$ cat config.mk
export PLATFORM = sky130hd
export DESIGN_NAME = sprite_draw_ctrl
export DESIGN_NICKNAME = d
export VERILOG_FILES = /design/src/rtl/sprite_draw_ctrl.sv
export SDC_FILE = /design/constraint.sdc
export NUM_CORES = 1
export LEC_CHECK = 0
export CORE_MARGIN = 3
export CORE_UTILIZATION = 46
export CTS_CLUSTER_SIZE = 14
export DETAILED_ROUTE_END_ITERATION = 7
export PLACE_DENSITY = 0.84
export SLEW_MARGIN = 5
export SYNTH_ARGS = -nofsm -noshare
export SYNTH_HDL_FRONTEND = slang
export SYNTH_SLANG_ARGS = --single-unit
$ cat constraint.sdc
create_clock -name clock -period 2.5 [get_ports clock]
set_input_delay 0.5 -clock clock [delete_from_list [all_inputs] [get_ports clock]]
set_output_delay 0.5 -clock clock [all_outputs]
set_load 0.01 [all_outputs]
$ cat src/rtl/sprite_draw_ctrl.sv
// Walks one 16x16 sprite through the loadImage ROM and emits clipped,
// latency-aligned VGA pixel writes.
module sprite_draw_ctrl #(
    parameter int ROM_LAT   = 2,
    parameter bit TRANSP_EN = 1'b1
) (
    input  logic       clock,
    input  logic       reset,
    input  logic       start,
    input  logic [7:0] x_in,
    input  logic [7:0] y_in,
    input  logic [1:0] key_in,
    input  logic [2:0] frame_in,
    output logic       busy,
    output logic       done,
    output logic [3:0] img_i,
    output logic [5:0] img_j,
    output logic [2:0] img_id,
    output logic [1:0] img_id2,
    input  logic [2:0] img_colour,
    output logic [7:0] vga_x,
    output logic [6:0] vga_y,
    output logic [2:0] vga_colour,
    output logic       vga_plot
);

    localparam int CW = (ROM_LAT > 1) ? $clog2(ROM_LAT) : 1;

    typedef enum logic [1:0] {IDLE, SCAN, DRAIN, DONE} state_t;

    state_t                    state_q, state_d;
    logic [3:0]                col_q, col_d, row_q, row_d;
    logic [7:0]                x_lat_q, x_lat_d, y_lat_q, y_lat_d;
    logic [2:0]                id_q, id_d;
    logic [1:0]                id2_q, id2_d;
    logic [CW-1:0]             drain_cnt_q, drain_cnt_d;
    logic [ROM_LAT-1:0]        pv_q, pv_d;
    logic [ROM_LAT-1:0][3:0]   pc_q, pc_d, pr_q, pr_d;
    logic [7:0]                vx_q, vx_d;
    logic [6:0]                vy_q, vy_d;
    logic [2:0]                vcol_q, vcol_d;
    logic                      vplot_q, vplot_d;
    logic [8:0]                px, py;

    always_comb begin
        state_d     = state_q;
        col_d       = col_q;
        row_d       = row_q;
        x_lat_d     = x_lat_q;
        y_lat_d     = y_lat_q;
        id_d        = id_q;
        id2_d       = id2_q;
        drain_cnt_d = drain_cnt_q;
        case (state_q)
            IDLE: begin
                if (start) begin
                    x_lat_d = x_in;
                    y_lat_d = y_in;
                    id_d    = frame_in;
                    id2_d   = key_in;
                    col_d   = 4'd0;
                    row_d   = 4'd0;
                    state_d = SCAN;
                end
            end
            SCAN: begin
                col_d = col_q + 4'd1;
                if (col_q == 4'd15) begin
                    row_d = row_q + 4'd1;
                end
                if (col_q == 4'd15 && row_q == 4'd15) begin
                    state_d     = DRAIN;
                    drain_cnt_d = CW'(ROM_LAT - 1);
                end
            end
            DRAIN: begin
                if (drain_cnt_q == '0) begin
                    state_d = DONE;
                end else begin
                    drain_cnt_d = drain_cnt_q - 1'b1;
                end
            end
            default: state_d = IDLE;
        endcase
    end

    // Address pipe: tags each ROM read so the colour returning ROM_LAT
    // cycles later is paired with the right pixel coordinates.
    always_comb begin
        pv_d    = '0;
        pc_d    = '0;
        pr_d    = '0;
        pv_d[0] = (state_q == SCAN);
        pc_d[0] = col_q;
        pr_d[0] = row_q;
        for (int i = 1; i < ROM_LAT; i++) begin
            pv_d[i] = pv_q[i-1];
            pc_d[i] = pc_q[i-1];
            pr_d[i] = pr_q[i-1];
        end
    end

    always_comb begin
        px      = {1'b0, x_lat_q} + {5'd0, pc_q[ROM_LAT-1]};
        py      = {1'b0, y_lat_q} + {5'd0, pr_q[ROM_LAT-1]};
        vplot_d = pv_q[ROM_LAT-1] && (px < 9'd160) && (py < 9'd120) &&
                  !(TRANSP_EN && (img_colour == 3'b000));
        vx_d    = vx_q;
        vy_d    = vy_q;
        vcol_d  = vcol_q;
        if (vplot_d) begin
            vx_d   = px[7:0];
            vy_d   = py[6:0];
            vcol_d = img_colour;
        end
    end

    always_ff @(posedge clock or negedge reset) begin
        if (!reset) begin
            state_q     <= IDLE;
            col_q       <= '0;
            row_q       <= '0;
            x_lat_q     <= '0;
            y_lat_q     <= '0;
            id_q        <= '0;
            id2_q       <= '0;
            drain_cnt_q <= '0;
            pv_q        <= '0;
            pc_q        <= '0;
            pr_q        <= '0;
            vx_q        <= '0;
            vy_q        <= '0;
            vcol_q      <= '0;
            vplot_q     <= 1'b0;
        end else begin
            state_q     <= state_d;
            col_q       <= col_d;
            row_q       <= row_d;
            x_lat_q     <= x_lat_d;
            y_lat_q     <= y_lat_d;
            id_q        <= id_d;
            id2_q       <= id2_d;
            drain_cnt_q <= drain_cnt_d;
            pv_q        <= pv_d;
            pc_q        <= pc_d;
            pr_q        <= pr_d;
            vx_q        <= vx_d;
            vy_q        <= vy_d;
            vcol_q      <= vcol_d;
            vplot_q     <= vplot_d;
        end
    end

    assign busy       = (state_q != IDLE);
    assign done       = (state_q == DONE);
    assign img_i      = col_q;
    assign img_j      = {2'b00, row_q};
    assign img_id     = id_q;
    assign img_id2    = id2_q;
    assign vga_x      = vx_q;
    assign vga_y      = vy_q;
    assign vga_colour = vcol_q;
    assign vga_plot   = vplot_q;

endmodule

; ---- Yosys cells after proc, flatten, opt, wreduce, memory -nomap -nowiden
; Cells that the tools add are included.
[word_totals]
ff_bits = 69
elab_cells = 59
output_inout_bits = 36
[op_classes]
n_lt_le_gt_ge = 2
n_addsub = 5
eq_ne = 9
muxes = 11
n_reduce_logical = 15
[op_table]
columns = cell, n
row1 = 8-bit by 4-bit adder with 9-bit output, 2
row2 = 4-bit one-hot mux with 2 select lines, 2
row3 = "9-bit by 7-bit < comparator with 1-bit output, second input constant", 1
row4 = "9-bit by 8-bit < comparator with 1-bit output, second input constant", 1
row5 = "4-bit by 1-bit adder with 4-bit output, second input constant", 2
row6 = "4-bit == test, second input constant", 2
row7 = 4-bit two-way mux, 2
row8 = 2-bit two-way mux, 3
row9 = 2-bit one-hot mux with 3 select lines, 1
row10 = 2-bit AND reduction, 3
row11 = 3-bit AND reduction, 2
row12 = 2-bit nonzero test, 3
row13 = "2-bit == test, second input constant", 2
row14 = 1-bit logical AND, 4
row15 = "2-bit by 1-bit inequality test with 1-bit output, second input constant", 2
row16 = "2-bit inequality test, second input constant", 2
row17 = 3-bit zero test, 1
row18 = "2-bit by 1-bit == test with 1-bit output, second input constant", 1
row19 = 2-bit zero test, 1
row20 = 1-bit two-way mux, 2
row21 = 1-bit one-hot mux with 2 select lines, 1
row22 = 1-bit zero test, 1
row23 = "1-bit subtractor, second input constant", 1

; ---- Longest topological paths before layout
[depth]
word_depth = 5
ltp_mapped = 11

; ---- Worst setup path before layout
; No wires, ideal clock.
[synth_timing]
path_type = register to register
start = reg x_lat_q[0]
end = reg vx_q[0] (netlist: vga_x[0])
n_path_buf = 2
setup_time_ps = 125
period_less_slack_ps = 2557
path_stages_with_launch = 11
setup_slack_ps = -57
t_arrival_ps = 2432
path_cell_list = dfrtp_1 -> ha_1 -> fa_1 -> a21o_1 -> a21oi_2 -> nor2_1 -> a41oi_1 -> and4b_1 -> buf_6 -> buf_12 -> mux2_4
[synth_via]
elab_chain_cells = 5
[synth_rtl]
columns = item, line
row1 = from (decl), 33  ; logic [7:0] x_lat_q, x_lat_d, y_lat_q, y_lat_d;
row2 = from (signal assigned), 139  ; x_lat_q <= x_lat_d;
row3 = 8-bit by 4-bit adder with 9-bit output, 104  ; px = {1'b0, x_lat_q} + {5'd0, pc_q[ROM_LAT-1]};
row4 = 9-bit by 8-bit < comparator with 1-bit output, 106  ; vplot_d = pv_q[ROM_LAT-1] && (px < 9'd160) && (py < 9'd120) &&
row5 = 1-bit logical AND (3 in a row), 106
row6 = named net vplot_d, 42  ; logic vplot_q, vplot_d;
row7 = to (signal assigned), 147  ; vx_q <= vx_d;
row8 = to (decl), 39  ; logic [7:0] vx_q, vx_d;
; The timed path passes the listed nets, and every way through them passes these cells.
; A chain may end at the register's enable or synchronous reset.

; ---- Worst setup path after layout
[layout_timing]
start = reg x_lat_q[0]
end = reg vx_q[0] (netlist: vga_x[0])
[layout_via]
elab_chain_cells = 5
[layout_rtl]
columns = item, line
row1 = 8-bit by 4-bit adder with 9-bit output *, 104
row2 = 9-bit by 8-bit < comparator with 1-bit output, 106
row3 = 1-bit logical AND (3 in a row), 106
; Mark *: on every way between the ends. The rest lies on a longest branch, timed or not.

==> summary.md <==
| Metric | Value |
|---|---|
| Status | `finished, violations left` |
| Violated checks | `negative setup slack` |
| GRT Overall Usage | `between 10% and 20%` |
| Share of the synthesized area in the top cell type | `between 50% and 60%` |
| Pre-CTS setup slack | `-102 ps` |
| Fin nets | `378` |
| I/O pin total | `63` |
| Clock buffer depth | `2` |
| Most frequent cell after synthesis | `dfrtp_1` |
| Synth unique cells | `45` |
| Root Driver | `clkbuf_8` |
| Asr flop ratio synth | `100%` |
| Sequential area share after synthesis | `53.7%` |
| Initial antenna violation count | `0` |
| Gate Count Post-Synth | `251` |
| Die footprint | `roughly 8000 um^2` |
| CTS tree | `built` |
| P&R area growth vs syn | `37.3%` |
| Max_slew headroom | `between 40% and 50%` |
| HP Class | `in2async` |
| Family with the most delay on the worst path | `compound AO/OA/AOI/OAI gates` |
| WL/cell | `17.5 um` |
| Area leader, netlist | `dfrtp_1` |
| Synth Cell Area | `3210 um^2` |
| 1st-pass router iterations | `4` |
| Post-route ant nets | `0` |
| CP bufs+invs | `2` |
| Slew Viols, Final | `0` |
| Most used routing layer | `met2` |
| Period utilization | `108%` |
| First DRT Iteration DRCs | `201` |
| R2R Setup Slk | `-190 ps` |
| Startpoint Class | `flop` |
| Share of cells above drive strength 1 | `31.0%` |
| Fin worst setup slack | `-188 ps` |
| Post-DP HPWL | `4.54 mm` |
| CP Data Arrival Time | `just under 3000 ps` |
| Minimum clock period | `around 2700 ps` |
| RSZ-0062 raised after global routing | `true` |
| Crit path capture type | `flop` |
| GP Congestion | `0.874` |
| Detailed-route via count | `roughly 2,300` |
| H-Tree Depth | `3` |
| Total power | `between 5 and 6 mW` |
| Worst setup path class | `reg2reg` |
| Number of remaining DRC errors | `0` |
| Max Cap Violations | `0` |
| Met2 GRT Util | `between 30% and 40%` |
| Congestion Overflow GR | `0` |
| Routed vias/inst | `around 5.3` |
| Fmax | `roughly 370 MHz` |
| Clk sink count | `69` |
| Antenna cells | `0` |
| CP max FO | `8` |
| EDFF count, synth | `0` |
| Lkg Pwr | `1.98 nW` |
| Clock-pin slew on the worst setup and hold paths | `about 70 ps` |
| Clock Skew | `between 9 and 10 ps` |
| Core Box Area | `6570 um^2` |
| Critical path's slowest cell | `dfrtp_1` |
| Standard-cell rows | `29` |
| Worst vdd ir | `a little under 800 uV` |
| Post-synth top cells | `dfrtp_1, mux2_2, ha_1` |
| Die H | `roughly 90 um` |
| Most used DFF post-synth | `dfrtp_1` |
| Yosys reg bits | `a little under 70` |
| Total wire length | `between 7 and 8 mm` |
| Peak per-stage delay on the critical path | `roughly 420 ps` |
| Pwr/cell area | `~1200 nW/um^2` |
| Starting Density | `roughly half` |
| Setup Viol. Count Final | `17` |
| Num CTS Buffers | `9` |
| Grt met3 use | `slightly above 4%` |
| Vias in the first global route | `~2,300` |
| Synth area leaders | `dfrtp_1, mux2_2, ha_1` |
| Largest net degree at the start of global routing | `36` |
| Worst EP required | `approximately 2700 ps` |
| Worst path cell trace | `ha_4 -> fa_2 -> a21o_1 -> a21oi_4 -> o211a_1 -> o32ai_4 -> and4b_2 -> buf_6 -> buf_12 -> mux2_4` |
| Ys Warns | `0` |
| Syn avg cell area | `12.8 um^2` |
| Clk_lat worst skew | `approximately 340 ps` |
| Final hold vios | `0` |
| Grt met1 use | `between 20% and 30%` |
| Die width | `~90 um` |
| Port Buffers | `60` |
| Slew @ Worst Pin | `around 800 ps` |
| Global-route wire length before repair | `~12 mm` |
## layout make-up
| class | instances | area (um^2) |
|---|---|---|
| Fill cell | 458 | 2150 |
| Clock inverter | 6 | 86.3 |
| Tap cell | 93 | 116 |
| Clock buffer | 10 | 138 |
| Sequential cell | 69 | 1730 |
| Timing Repair Buffer | 87 | 835 |
| Multi-Input combinational cell | 157 | 1470 |
| Inverter | 10 | 37.5 |
## logic make-up after synthesis
logic type | share of synthesized area, %
xor gates and xnor gates | 2.72
buffers and inverters | 4.94
DFF | 53.7
AOI/OAI and AO/OA | 9.77
muxes | 14.4
other | 0.117
adders and majority gates | 7.08
and+or+nand+nor | 7.20
## metal layers
layer / vias to the layer above / wire [um]
met5: - / 0
li1: 1053 / -
met4: 0 / 210
met2: 89 / 3870
met1: 1134 / 3100
met3: 25 / 391
## where the power goes
part           switching (mW)  total [mW]  leakage [nW]  internal (mW)
clock network           0.421        1.01         0.112          0.587
logic                   0.949        2.31         0.991           1.36
registers               0.379        1.90         0.872           1.52
## worst paths after layout
| path | startpoint | depth (start not counted) | to |
|---|---|---|---|
| min in group clock | pc_d[6]$_DFF_PN0_ | 0 | pc_q[6]$_DFF_PN0_ |
| hold reg to reg | pc_d[6]$_DFF_PN0_ | 0 | pc_q[6]$_DFF_PN0_ |
| hold / removal | reset | 1 | pc_d[4]$_DFF_PN0_ |
| max in group asynchronous | reset | 2 | y_lat_q[1]$_DFFE_PN0P_ |
| setup / recovery | x_lat_q[0]$_DFFE_PN0P_ | 10 | vga_x[0]$_DFFE_PN0P_ |
| setup reg to reg | x_lat_q[0]$_DFFE_PN0P_ | 10 | vga_x[0]$_DFFE_PN0P_ |
## repair_timing
| item | CTS | global route |
|---|---|---|
| hold buffers | 0 | 0 |
| pin swaps | 11 | 7 |
| resized for setup | 27 | 6 |
| endpoints found under the setup margin | 16 | 19 |
| gates cloned | 1 | 0 |
| buffers inserted | 17 | 3 |
## placed cells by master, fill, tap and decap left out, drive strengths merged, types with 2 or more instances in the layout
cell           Yosys  final
clkbuf             4     10
conb               1      2
ha                15     15
a22o               3      3
bufinv             0      2
o31ai              4      4
nand2             13     13
inv               10     10
o31a               2      2
and3               2      2
nand2b             2      2
o21ai              9      9
dfrtp             69     69
mux2              38     38
xor2               3      3
nor2              11     11
clkinv             0      3
xnor2              7      7
a21o               2      2
o22ai              2      2
fa                 2      2
a21oi             10     10
buf               12     28
nand4              6      6
nand3              8      8
clkdlybuf4s50      0     59
## per-stage QoR
step,util (%),instances,area [um^2],hold slack (ps),setup TNS [ps]
2_1_floorplan,-,252,3220,204,0
3_3_place_gp,59.3,397,3900,332,0
3_5_place_dp,59.3,397,3900,336,-1150
4_1_cts,66.6,430,4380,260,-683
5_1_grt,67.2,432,4410,294,-3860
6_report,67.2,432,4410,247,-2590
## registers in the layout, summed over array words and instances (netlist names)
name,cells
drain_cnt_q,1
img_i,4
img_id,3
img_id2,2
pc_d,4
pc_q,4
pr_d,4
pr_q,4
pv_q,2
row_q,4
state_q,2
vga_colour,3
vga_plot,1
vga_x,8
vga_y,7
x_lat_q,8
y_lat_q,8
## worst register-to-register path, cell delays in order, from the launching register on
cell     delay [ps]
dfrtp_1         420
ha_4            190
fa_2            340
a21o_1          220
a21oi_4         200
o211a_1         220
o32ai_4         100
and4b_2         340
buf_6           120
buf_12          130
mux2_4          300
(Power assumes the default switching activity.)
